## src/rtl/jacobi_2d_addr_gen.sv

```systemverilog
// jacobi_2d_addr_gen
// Loop-nest address generator for the jacobi-2d stencil. Walks every interior
// point (i, j in 1..n-2) of an n x n grid for tsteps time steps, feeds row and
// stride into an external 3-stage ce-gated multiplier, and re-joins the column
// index with the product to emit a flat address row*stride + col.
//
// Handshake: out_valid/out_ready. A beat transfers on a rising edge where both
// are high. Once out_valid is high, out_* stay stable until the beat transfers.
// The single pipeline enable en = !out_valid || out_ready freezes this block's
// pipeline and the multiplier (through mul_ce) together, so the column, row and
// last delay lines stay aligned with mul_p.
//
// dbg_state exposes the FSM state (0 IDLE, 1 RUN, 2 DRAIN, 3 DONE).
module jacobi_2d_addr_gen #(
   parameter int ROW_W    = 10,
   parameter int STRIDE_W = 11,
   parameter int ADDR_W   = 20,
   parameter int MUL_LAT  = 3
) (
   input  logic                clk,
   input  logic                reset,
   input  logic                start,
   input  logic [ROW_W-1:0]    cfg_n,
   input  logic [STRIDE_W-1:0] cfg_stride,
   input  logic [7:0]          cfg_tsteps,
   output logic                busy,
   output logic                done,
   output logic [ROW_W-1:0]    mul_a,
   output logic [STRIDE_W-1:0] mul_b,
   output logic                mul_ce,
   input  logic [ADDR_W-1:0]   mul_p,
   output logic [ADDR_W-1:0]   out_addr,
   output logic [ROW_W-1:0]    out_i,
   output logic [ROW_W-1:0]    out_j,
   output logic                out_last,
   output logic                out_valid,
   input  logic                out_ready,
   output logic [1:0]          dbg_state
);

   typedef enum logic [1:0] {
      S_IDLE  = 2'd0,
      S_RUN   = 2'd1,
      S_DRAIN = 2'd2,
      S_DONE  = 2'd3
   } state_t;

   localparam logic [ROW_W-1:0] ONE_R   = ROW_W'(1);
   localparam logic [ROW_W-1:0] TWO_R   = ROW_W'(2);
   localparam logic [ROW_W-1:0] THREE_R = ROW_W'(3);

   // FSM and loop-counter state
   state_t              r_state;
   logic                r_busy;
   logic                r_done;
   logic [ROW_W-1:0]    r_n_m2;
   logic [STRIDE_W-1:0] r_stride;
   logic [7:0]          r_ts_m1;
   logic [7:0]          r_t;
   logic [ROW_W-1:0]    r_i;
   logic [ROW_W-1:0]    r_j;

   // Issue stage: operand registers plus the head of the delay lines
   logic [ROW_W-1:0]    r_mul_a;
   logic [STRIDE_W-1:0] r_mul_b;
   logic                r_iss_v;
   logic [ROW_W-1:0]    r_iss_i;
   logic [ROW_W-1:0]    r_iss_j;
   logic                r_iss_last;

   // Delay lines running beside the multiplier stages
   logic [MUL_LAT:1]    r_dv;
   logic [MUL_LAT:1]    r_dl;
   logic [ROW_W-1:0]    r_di [1:MUL_LAT];
   logic [ROW_W-1:0]    r_dj [1:MUL_LAT];

   // Output register
   logic                r_out_valid;
   logic [ADDR_W-1:0]   r_out_addr;
   logic [ROW_W-1:0]    r_out_i;
   logic [ROW_W-1:0]    r_out_j;
   logic                r_out_last;

   logic                w_en;
   logic                w_idle;
   logic                w_degenerate;
   logic                w_issue;
   logic                w_accept_last;
   logic [7:0]          w_cur_t;
   logic [ROW_W-1:0]    w_cur_i;
   logic [ROW_W-1:0]    w_cur_j;
   logic [ROW_W-1:0]    w_nm2;
   logic [7:0]          w_tsm1;
   logic [STRIDE_W-1:0] w_stride;
   logic                w_j_wrap;
   logic                w_i_wrap;
   logic                w_cur_last;

   assign w_en          = !r_out_valid || out_ready;
   assign w_idle        = (r_state == S_IDLE);
   assign w_degenerate  = (cfg_n < THREE_R) || (cfg_tsteps == 8'd0);
   assign w_accept_last = r_out_valid && out_ready && r_out_last;

   // In IDLE the point about to be issued is (0,1,1) against the live config,
   // so the first point goes out on the same edge that accepts start.
   assign w_cur_t  = w_idle ? 8'd0 : r_t;
   assign w_cur_i  = w_idle ? ONE_R : r_i;
   assign w_cur_j  = w_idle ? ONE_R : r_j;
   assign w_nm2    = w_idle ? (cfg_n - TWO_R) : r_n_m2;
   assign w_tsm1   = w_idle ? (cfg_tsteps - 8'd1) : r_ts_m1;
   assign w_stride = w_idle ? cfg_stride : r_stride;

   assign w_j_wrap   = (w_cur_j == w_nm2);
   assign w_i_wrap   = (w_cur_i == w_nm2);
   assign w_cur_last = (w_cur_t == w_tsm1) && w_i_wrap && w_j_wrap;

   assign w_issue = (w_idle && start && !w_degenerate) ||
                    ((r_state == S_RUN) && w_en);

   // Control FSM: config latch, loop counters and the issue stage
   always_ff @(posedge clk or posedge reset) begin
      if (reset) begin
         r_state    <= S_IDLE;
         r_busy     <= 1'b0;
         r_done     <= 1'b0;
         r_n_m2     <= '0;
         r_stride   <= '0;
         r_ts_m1    <= '0;
         r_t        <= '0;
         r_i        <= '0;
         r_j        <= '0;
         r_mul_a    <= '0;
         r_mul_b    <= '0;
         r_iss_v    <= 1'b0;
         r_iss_i    <= '0;
         r_iss_j    <= '0;
         r_iss_last <= 1'b0;
      end else begin
         if (w_issue) begin
            r_mul_a    <= w_cur_i;
            r_mul_b    <= w_stride;
            r_iss_v    <= 1'b1;
            r_iss_i    <= w_cur_i;
            r_iss_j    <= w_cur_j;
            r_iss_last <= w_cur_last;
            if (w_j_wrap) begin
               r_j <= ONE_R;
               if (w_i_wrap) begin
                  r_i <= ONE_R;
                  r_t <= w_cur_t + 8'd1;
               end else begin
                  r_i <= w_cur_i + ONE_R;
                  r_t <= w_cur_t;
               end
            end else begin
               r_j <= w_cur_j + ONE_R;
               r_i <= w_cur_i;
               r_t <= w_cur_t;
            end
         end else if (w_en) begin
            // Nothing to issue: push a bubble into the pipeline
            r_iss_v    <= 1'b0;
            r_iss_last <= 1'b0;
         end

         case (r_state)
            S_IDLE: begin
               r_done <= 1'b0;
               if (start) begin
                  r_busy   <= 1'b1;
                  r_n_m2   <= cfg_n - TWO_R;
                  r_stride <= cfg_stride;
                  r_ts_m1  <= cfg_tsteps - 8'd1;
                  if (w_degenerate) begin
                     r_state <= S_DONE;
                     r_done  <= 1'b1;
                  end else if (w_cur_last) begin
                     // n = 3 with one time step: the only point is also the last
                     r_state <= S_DRAIN;
                  end else begin
                     r_state <= S_RUN;
                  end
               end
            end
            S_RUN: begin
               if (w_en && w_cur_last) begin
                  r_state <= S_DRAIN;
               end
            end
            S_DRAIN: begin
               if (w_accept_last) begin
                  r_state <= S_DONE;
                  r_done  <= 1'b1;
               end
            end
            S_DONE: begin
               r_done  <= 1'b0;
               r_busy  <= 1'b0;
               r_state <= S_IDLE;
            end
            default: r_state <= S_IDLE;
         endcase
      end
   end

   // Delay lines and output register, all frozen together when en is low
   always_ff @(posedge clk or posedge reset) begin
      if (reset) begin
         r_dv        <= '0;
         r_dl        <= '0;
         for (int k = 1; k <= MUL_LAT; k++) begin
            r_di[k] <= '0;
            r_dj[k] <= '0;
         end
         r_out_valid <= 1'b0;
         r_out_addr  <= '0;
         r_out_i     <= '0;
         r_out_j     <= '0;
         r_out_last  <= 1'b0;
      end else if (w_en) begin
         r_dv[1] <= r_iss_v;
         r_dl[1] <= r_iss_last;
         r_di[1] <= r_iss_i;
         r_dj[1] <= r_iss_j;
         for (int k = 2; k <= MUL_LAT; k++) begin
            r_dv[k] <= r_dv[k-1];
            r_dl[k] <= r_dl[k-1];
            r_di[k] <= r_di[k-1];
            r_dj[k] <= r_dj[k-1];
         end
         // Stage MUL_LAT lines up with mul_p; the add wraps modulo 2^ADDR_W
         r_out_valid <= r_dv[MUL_LAT];
         r_out_addr  <= mul_p + ADDR_W'(r_dj[MUL_LAT]);
         r_out_i     <= r_di[MUL_LAT];
         r_out_j     <= r_dj[MUL_LAT];
         r_out_last  <= r_dl[MUL_LAT];
      end
   end

   assign busy      = r_busy;
   assign done      = r_done;
   assign mul_a     = r_mul_a;
   assign mul_b     = r_mul_b;
   assign mul_ce    = w_en;
   assign out_addr  = r_out_addr;
   assign out_i     = r_out_i;
   assign out_j     = r_out_j;
   assign out_last  = r_out_last;
   assign out_valid = r_out_valid;
   assign dbg_state = r_state;

endmodule

```

## config.mk

```make
export PLATFORM = sky130hd
export DESIGN_NAME = jacobi_2d_addr_gen
export DESIGN_NICKNAME = d
export VERILOG_FILES = /design/src/rtl/jacobi_2d_addr_gen.sv
export SDC_FILE = /design/constraint.sdc
export NUM_CORES = 1
export LEC_CHECK = 0
export BUFFER_PORTS_ARGS = -buffer_cell sky130_fd_sc_hd__clkbuf_2
export CAP_MARGIN = 10
export CORE_MARGIN = 2
export CORE_UTILIZATION = 45
export DETAILED_ROUTE_END_ITERATION = 7
export GPL_TIMING_DRIVEN = 0
export MAX_ROUTING_LAYER = met4
export SETUP_SLACK_MARGIN = 0.4
export SLEW_MARGIN = 20
export SYNTH_ARGS = -nofsm -noshare
export SYNTH_HDL_FRONTEND = slang
export SYNTH_SLANG_ARGS = --single-unit
```

## constraint.sdc

```tcl
create_clock -name clk -period 11.9 [get_ports clk]
set_input_delay 1.785 -clock clk [delete_from_list [all_inputs] [get_ports clk]]
set_output_delay 1.785 -clock clk [all_outputs]
set_load 0.1 [all_outputs]
```

==> metrics.txt <==
# TYPE chip_impl_metric gauge
chip_impl_metric{name="postSynthAreaPerCell",unit="um2"} 8.95
chip_impl_metric{name="max-vdd-ir-drop",unit="mV"} 0.220
chip_impl_metric{name="synthesis.yosys.warnings",unit=""} 0
chip_impl_metric{name="wire_length_of_the_first_global_routing_pass",unit="um"} 38800
chip_impl_metric{name="hold-path-cell-count",unit=""} 2
chip_impl_metric{name="first_global_vias",unit=""} 7618
chip_impl_metric{name="antenna-diode-count",unit=""} 0
chip_impl_metric{name="max_slew_headroom",unit="%"} 27.5
chip_impl_metric{name="portBuffers",unit=""} 119
chip_impl_metric{name="dieArea",unit="um2"} 22900
chip_impl_info{name="crit_type",value="input pin to primary output"} 1
chip_impl_metric{name="postLayoutCoreUtil",unit="%"} 54.3
chip_impl_metric{name="ff_latch_area",unit="um2"} 5050
chip_impl_metric{name="clkTransAtPathRegs",unit="ns"} 0.05
chip_impl_metric{name="path_buf_inv",unit=""} 5
chip_impl_metric{name="routed_wire_length_per_instance",unit="um"} 15.6
chip_impl_info{name="mostFrequentLayoutCells",value="nand2_1 (357), dfrtp_1 (202), clkbuf_2 (119)"} 1
chip_impl_metric{name="synth_compound_area_share",unit="%"} 11.3
chip_impl_metric{name="pwr_density_cell",unit="nW/um2"} 309
chip_impl_metric{name="placed_cell_count",unit=""} 1486
chip_impl_metric{name="static-leakage-power",unit="uW"} 0.00559
chip_impl_metric{name="antenna_found_initial",unit=""} 0
chip_impl_metric{name="core.rowCount",unit=""} 53
chip_impl_metric{name="clk_latency",unit="ns"} 0.51
chip_impl_metric{name="multi_input_area",unit="um2"} 4340
chip_impl_metric{name="fin_nets",unit=""} 1310
chip_impl_info{name="rsz0062_at_grt",value="no"} 1
chip_impl_metric{name="initial_cell_density_of_the_core",unit="%"} 46.1
chip_impl_metric{name="yosys.area_share.adder",unit="%"} 2.77
chip_impl_metric{name="setup_viol",unit=""} 0
chip_impl_metric{name="yosysUniqueCellTypes",unit=""} 65
chip_impl_metric{name="drive_above_1_share",unit="%"} 14.7
chip_impl_metric{name="fin_hold_ws",unit="ns"} 0.460
chip_impl_metric{name="grt_util_all_layers",unit="%"} 21.7
chip_impl_info{name="critPathCaptureType",value="primary output"} 1
chip_impl_metric{name="critPathArrivalTime",unit="ns"} 3.29
chip_impl_metric{name="postSynthNetCount",unit=""} 1164
chip_impl_metric{name="post_synth_xor_area_fraction",unit="%"} 3.95
chip_impl_metric{name="synth_simple_gate_area_share",unit="%"} 23.2
chip_impl_metric{name="grt_max_degree",unit=""} 73
chip_impl_metric{name="synth-edff-count",unit=""} 0
chip_impl_metric{name="cts_bufs_inserted",unit=""} 23
chip_impl_metric{name="final.period_utilization",unit="%"} 42.7
chip_impl_metric{name="final.setup.tns",unit="ns"} 0
chip_impl_metric{name="gpl.final_weighted_congestion",unit=""} 0.883
chip_impl_info{name="hold_path_class",value="flop to flop"} 1
chip_impl_info{name="crit_slowest_cell",value="clkbuf_2"} 1
chip_impl_metric{name="detailroute.via_count",unit=""} 7995
chip_impl_metric{name="drv_slew",unit=""} 0
chip_impl_info{name="cts_tree",value="done"} 1
chip_impl_info{name="startpoint_type",value="input pin"} 1
chip_impl_metric{name="timing.clock.skew",unit="ns"} 0.0115
chip_impl_metric{name="post_cts.repair.setup_buffers",unit=""} 0
chip_impl_info{name="outcome",value="finished clean"} 1
chip_impl_info{name="biggest_area_consumer_among_synthesized_cells",value="dfrtp_1"} 1
chip_impl_metric{name="critPathMaxFanout",unit=""} 10
chip_impl_metric{name="route.detailed.vias_per_inst",unit=""} 5.24
chip_impl_metric{name="clock.fmax",unit="MHz"} 197
chip_impl_metric{name="synth-async-reset-ratio",unit="%"} 100
chip_impl_metric{name="synthMuxAreaShare",unit="%"} 3.26
chip_impl_metric{name="floorplan.die.width",unit="um"} 151
chip_impl_metric{name="ctsLongestPathBuffers",unit=""} 3
chip_impl_metric{name="detail-route-antenna-nets",unit=""} 0
chip_impl_metric{name="timing.max_cap.violations",unit=""} 0
chip_impl_metric{name="final.setup.worst_slack",unit="ns"} 6.82
chip_impl_info{name="synth_top_family_by_area",value="simple AND/OR/NAND/NOR gates"} 1
chip_impl_metric{name="dr.first_iter.drc_count",unit=""} 440
chip_impl_metric{name="grt_overflow_total",unit=""} 0
chip_impl_metric{name="worst_ep_required_time",unit="ns"} 10.12
chip_impl_metric{name="detailedRoute.firstPassIterationCount",unit=""} 5
chip_impl_metric{name="core",unit="um2"} 21200
chip_impl_metric{name="fp.dieH",unit="um"} 151
chip_impl_metric{name="hold_buffers",unit=""} 0
chip_impl_info{name="leading_cell_type_in_the_layout_fill_and_taps_excluded",value="nand2_1"} 1
chip_impl_info{name="category_of_cells_accounting_for_the_largest_share_of_critical_path_delay",value="buffers and inverters"} 1
chip_impl_metric{name="detailedPlace.worstSlack",unit="ns"} 6.69
chip_impl_info{name="synthTopCellsByArea",value="dfrtp_1 (52%), nand2_1 (14%), o21ai_0 (2.7%), ha_1 (2.6%), xnor2_1 (2.3%)"} 1
chip_impl_metric{name="cts_num_sinks",unit=""} 202
chip_impl_info{name="crit_path_cell_trace",value="clkbuf_2 > nor2b_1 > clkbuf_1 > inv_2 > clkbuf_1 > clkbuf_2"} 1
chip_impl_metric{name="cts.htree.levels",unit=""} 1
chip_impl_metric{name="ys_seq_elements",unit=""} 202
chip_impl_metric{name="worstRegToRegCells",unit=""} 16
chip_impl_metric{name="worst_slew_pin_slew",unit="ns"} 1.08
chip_impl_metric{name="ys_seq_area_share",unit="%"} 51.8
chip_impl_metric{name="num-fill-cells",unit=""} 2040
chip_impl_metric{name="timing.final.hold_violations",unit=""} 0
chip_impl_metric{name="floorplan.io_pins",unit=""} 121
chip_impl_metric{name="critical_path.max_stage_delay",unit="ns"} 0.55
chip_impl_metric{name="dp_hpwl",unit="um"} 17300
chip_impl_metric{name="cp.depth",unit=""} 6
chip_impl_info{name="clock_tree.root_cell",value="clkbuf_16"} 1
chip_impl_metric{name="syn_to_final_growth",unit="%"} 17.7
chip_impl_metric{name="synthCells",unit=""} 1090
chip_impl_metric{name="wl",unit="um"} 23900
chip_impl_metric{name="post_layout_nonfiller_instances",unit=""} 1527
chip_impl_metric{name="synth_area",unit="um2"} 9760
chip_impl_metric{name="synth_top_cell_area_share",unit="%"} 51.8
chip_impl_info{name="ys.flop_type",value="dfrtp_1"} 1
chip_impl_metric{name="cts_resized",unit=""} 0
chip_impl_metric{name="min_period",unit="ns"} 5.08
chip_impl_metric{name="drc",unit=""} 0
==> flip-flops by register name, summed over array words and instances, names as in the netlist, 10 cells and up <==
register / cells
r_stride: 11
mul_b: 11
r_iss_j: 10
out_addr: 20
r_dj: 30
out_j: 10
out_i: 10
r_j: 10
r_i: 10
r_iss_i: 10
r_n_m2: 10
r_di: 30
==> synth_stat cells, types with 4 or more instances <==
| cell type | number |
|---|---|
| nor3_1 | 17 |
| buf_1 | 7 |
| a21oi_1 | 45 |
| a211oi_1 | 4 |
| nor2_1 | 53 |
| nand3_1 | 28 |
| dfrtp_1 | 202 |
| inv_1 | 36 |
| nor4_1 | 6 |
| mux2i_1 | 16 |
| clkbuf_1 | 44 |
| nand2b_1 | 6 |
| mux2_2 | 14 |
| nor2b_1 | 12 |
| o21ai_0 | 53 |
| xor2_1 | 18 |
| o31ai_1 | 11 |
| ha_1 | 20 |
| xnor2_1 | 26 |
| o211ai_1 | 5 |
| nand4_1 | 14 |
| a31oi_1 | 5 |
| nand2_1 | 357 |
| and2_1 | 6 |
| buf_2 | 5 |
| and3_1 | 8 |
| nor4b_1 | 4 |
==> cell families (layout without fill, tap and decap cells) <==
group                      after synthesis  after routing
and+or+nand+nor                        528            528
DFF                                    202            202
AOI/OAI and AO/OA                      171            171
buffers and inverters                   94            256
xor gates and xnor gates                44             44
muxes                                   30             30
adders and majority gates               21             21
==> power breakdown <==
| part | switching, uW | leakage, uW | internal (uW) |
|---|---|---|---|
| registers | 182 | 0.00254 | 952 |
| logic | 1330 | 0.00269 | 408 |
| clock network | 271 | 0.000364 | 402 |
| total | 1790 | 0.00559 | 1760 |
==> per-layer routing <==
layer  part of all wire, %  GRT usage, %  up-vias
li1                      -             -     3991
met1                    45          28.2     3760
met2                    48          35.7      198
met3                   4.9          2.98       46
met4                   2.5          6.21        0
met5                     0             -        -
==> stage by stage <==
stage | area [um2] | total power [uW]
floorplan | 9760 | 2500
global placement | 10700 | 2860
detailed placement | 10800 | 2890
CTS | 11500 | 3580
global route | 11500 | 3780
finish | 11500 | 3550
==> worst paths after layout <==
kind / end / slack [ns] / start
max in group asynchronous: out_i[5] / 9.82 / reset
setup reg to reg: r_j[8] / 7.06 / dbg_state[1]
setup / recovery: mul_ce / 6.82 / out_ready
min in group asynchronous: out_addr[14] / 1.35 / reset
hold reg to reg: out_i[3] / 0.46 / out_i[3]
hold / removal: out_i[3] / 0.46 / out_i[3]
==> worst reg2reg max path, delay by kind of cell (launching register included) <==
family,cells,cell delay (ns)
simple gates,6,1.30
fa+ha+maj,2,0.40
compound gates,1,0.15
flops,1,0.43
buf+inv,7,2.44
==> layout make-up <==
class | instances | area share (%)
plain buffers | 56 | 1.89
clock buffers | 32 | 5.66
inverters | 38 | 1.31
well taps | 275 | 3.00
clock inverters | 9 | 0.643
multi-input cells | 794 | 37.8
repair buffers | 121 | 5.67
flip-flops and latches | 202 | 44.0
Power figures use the tool's default switching activity.
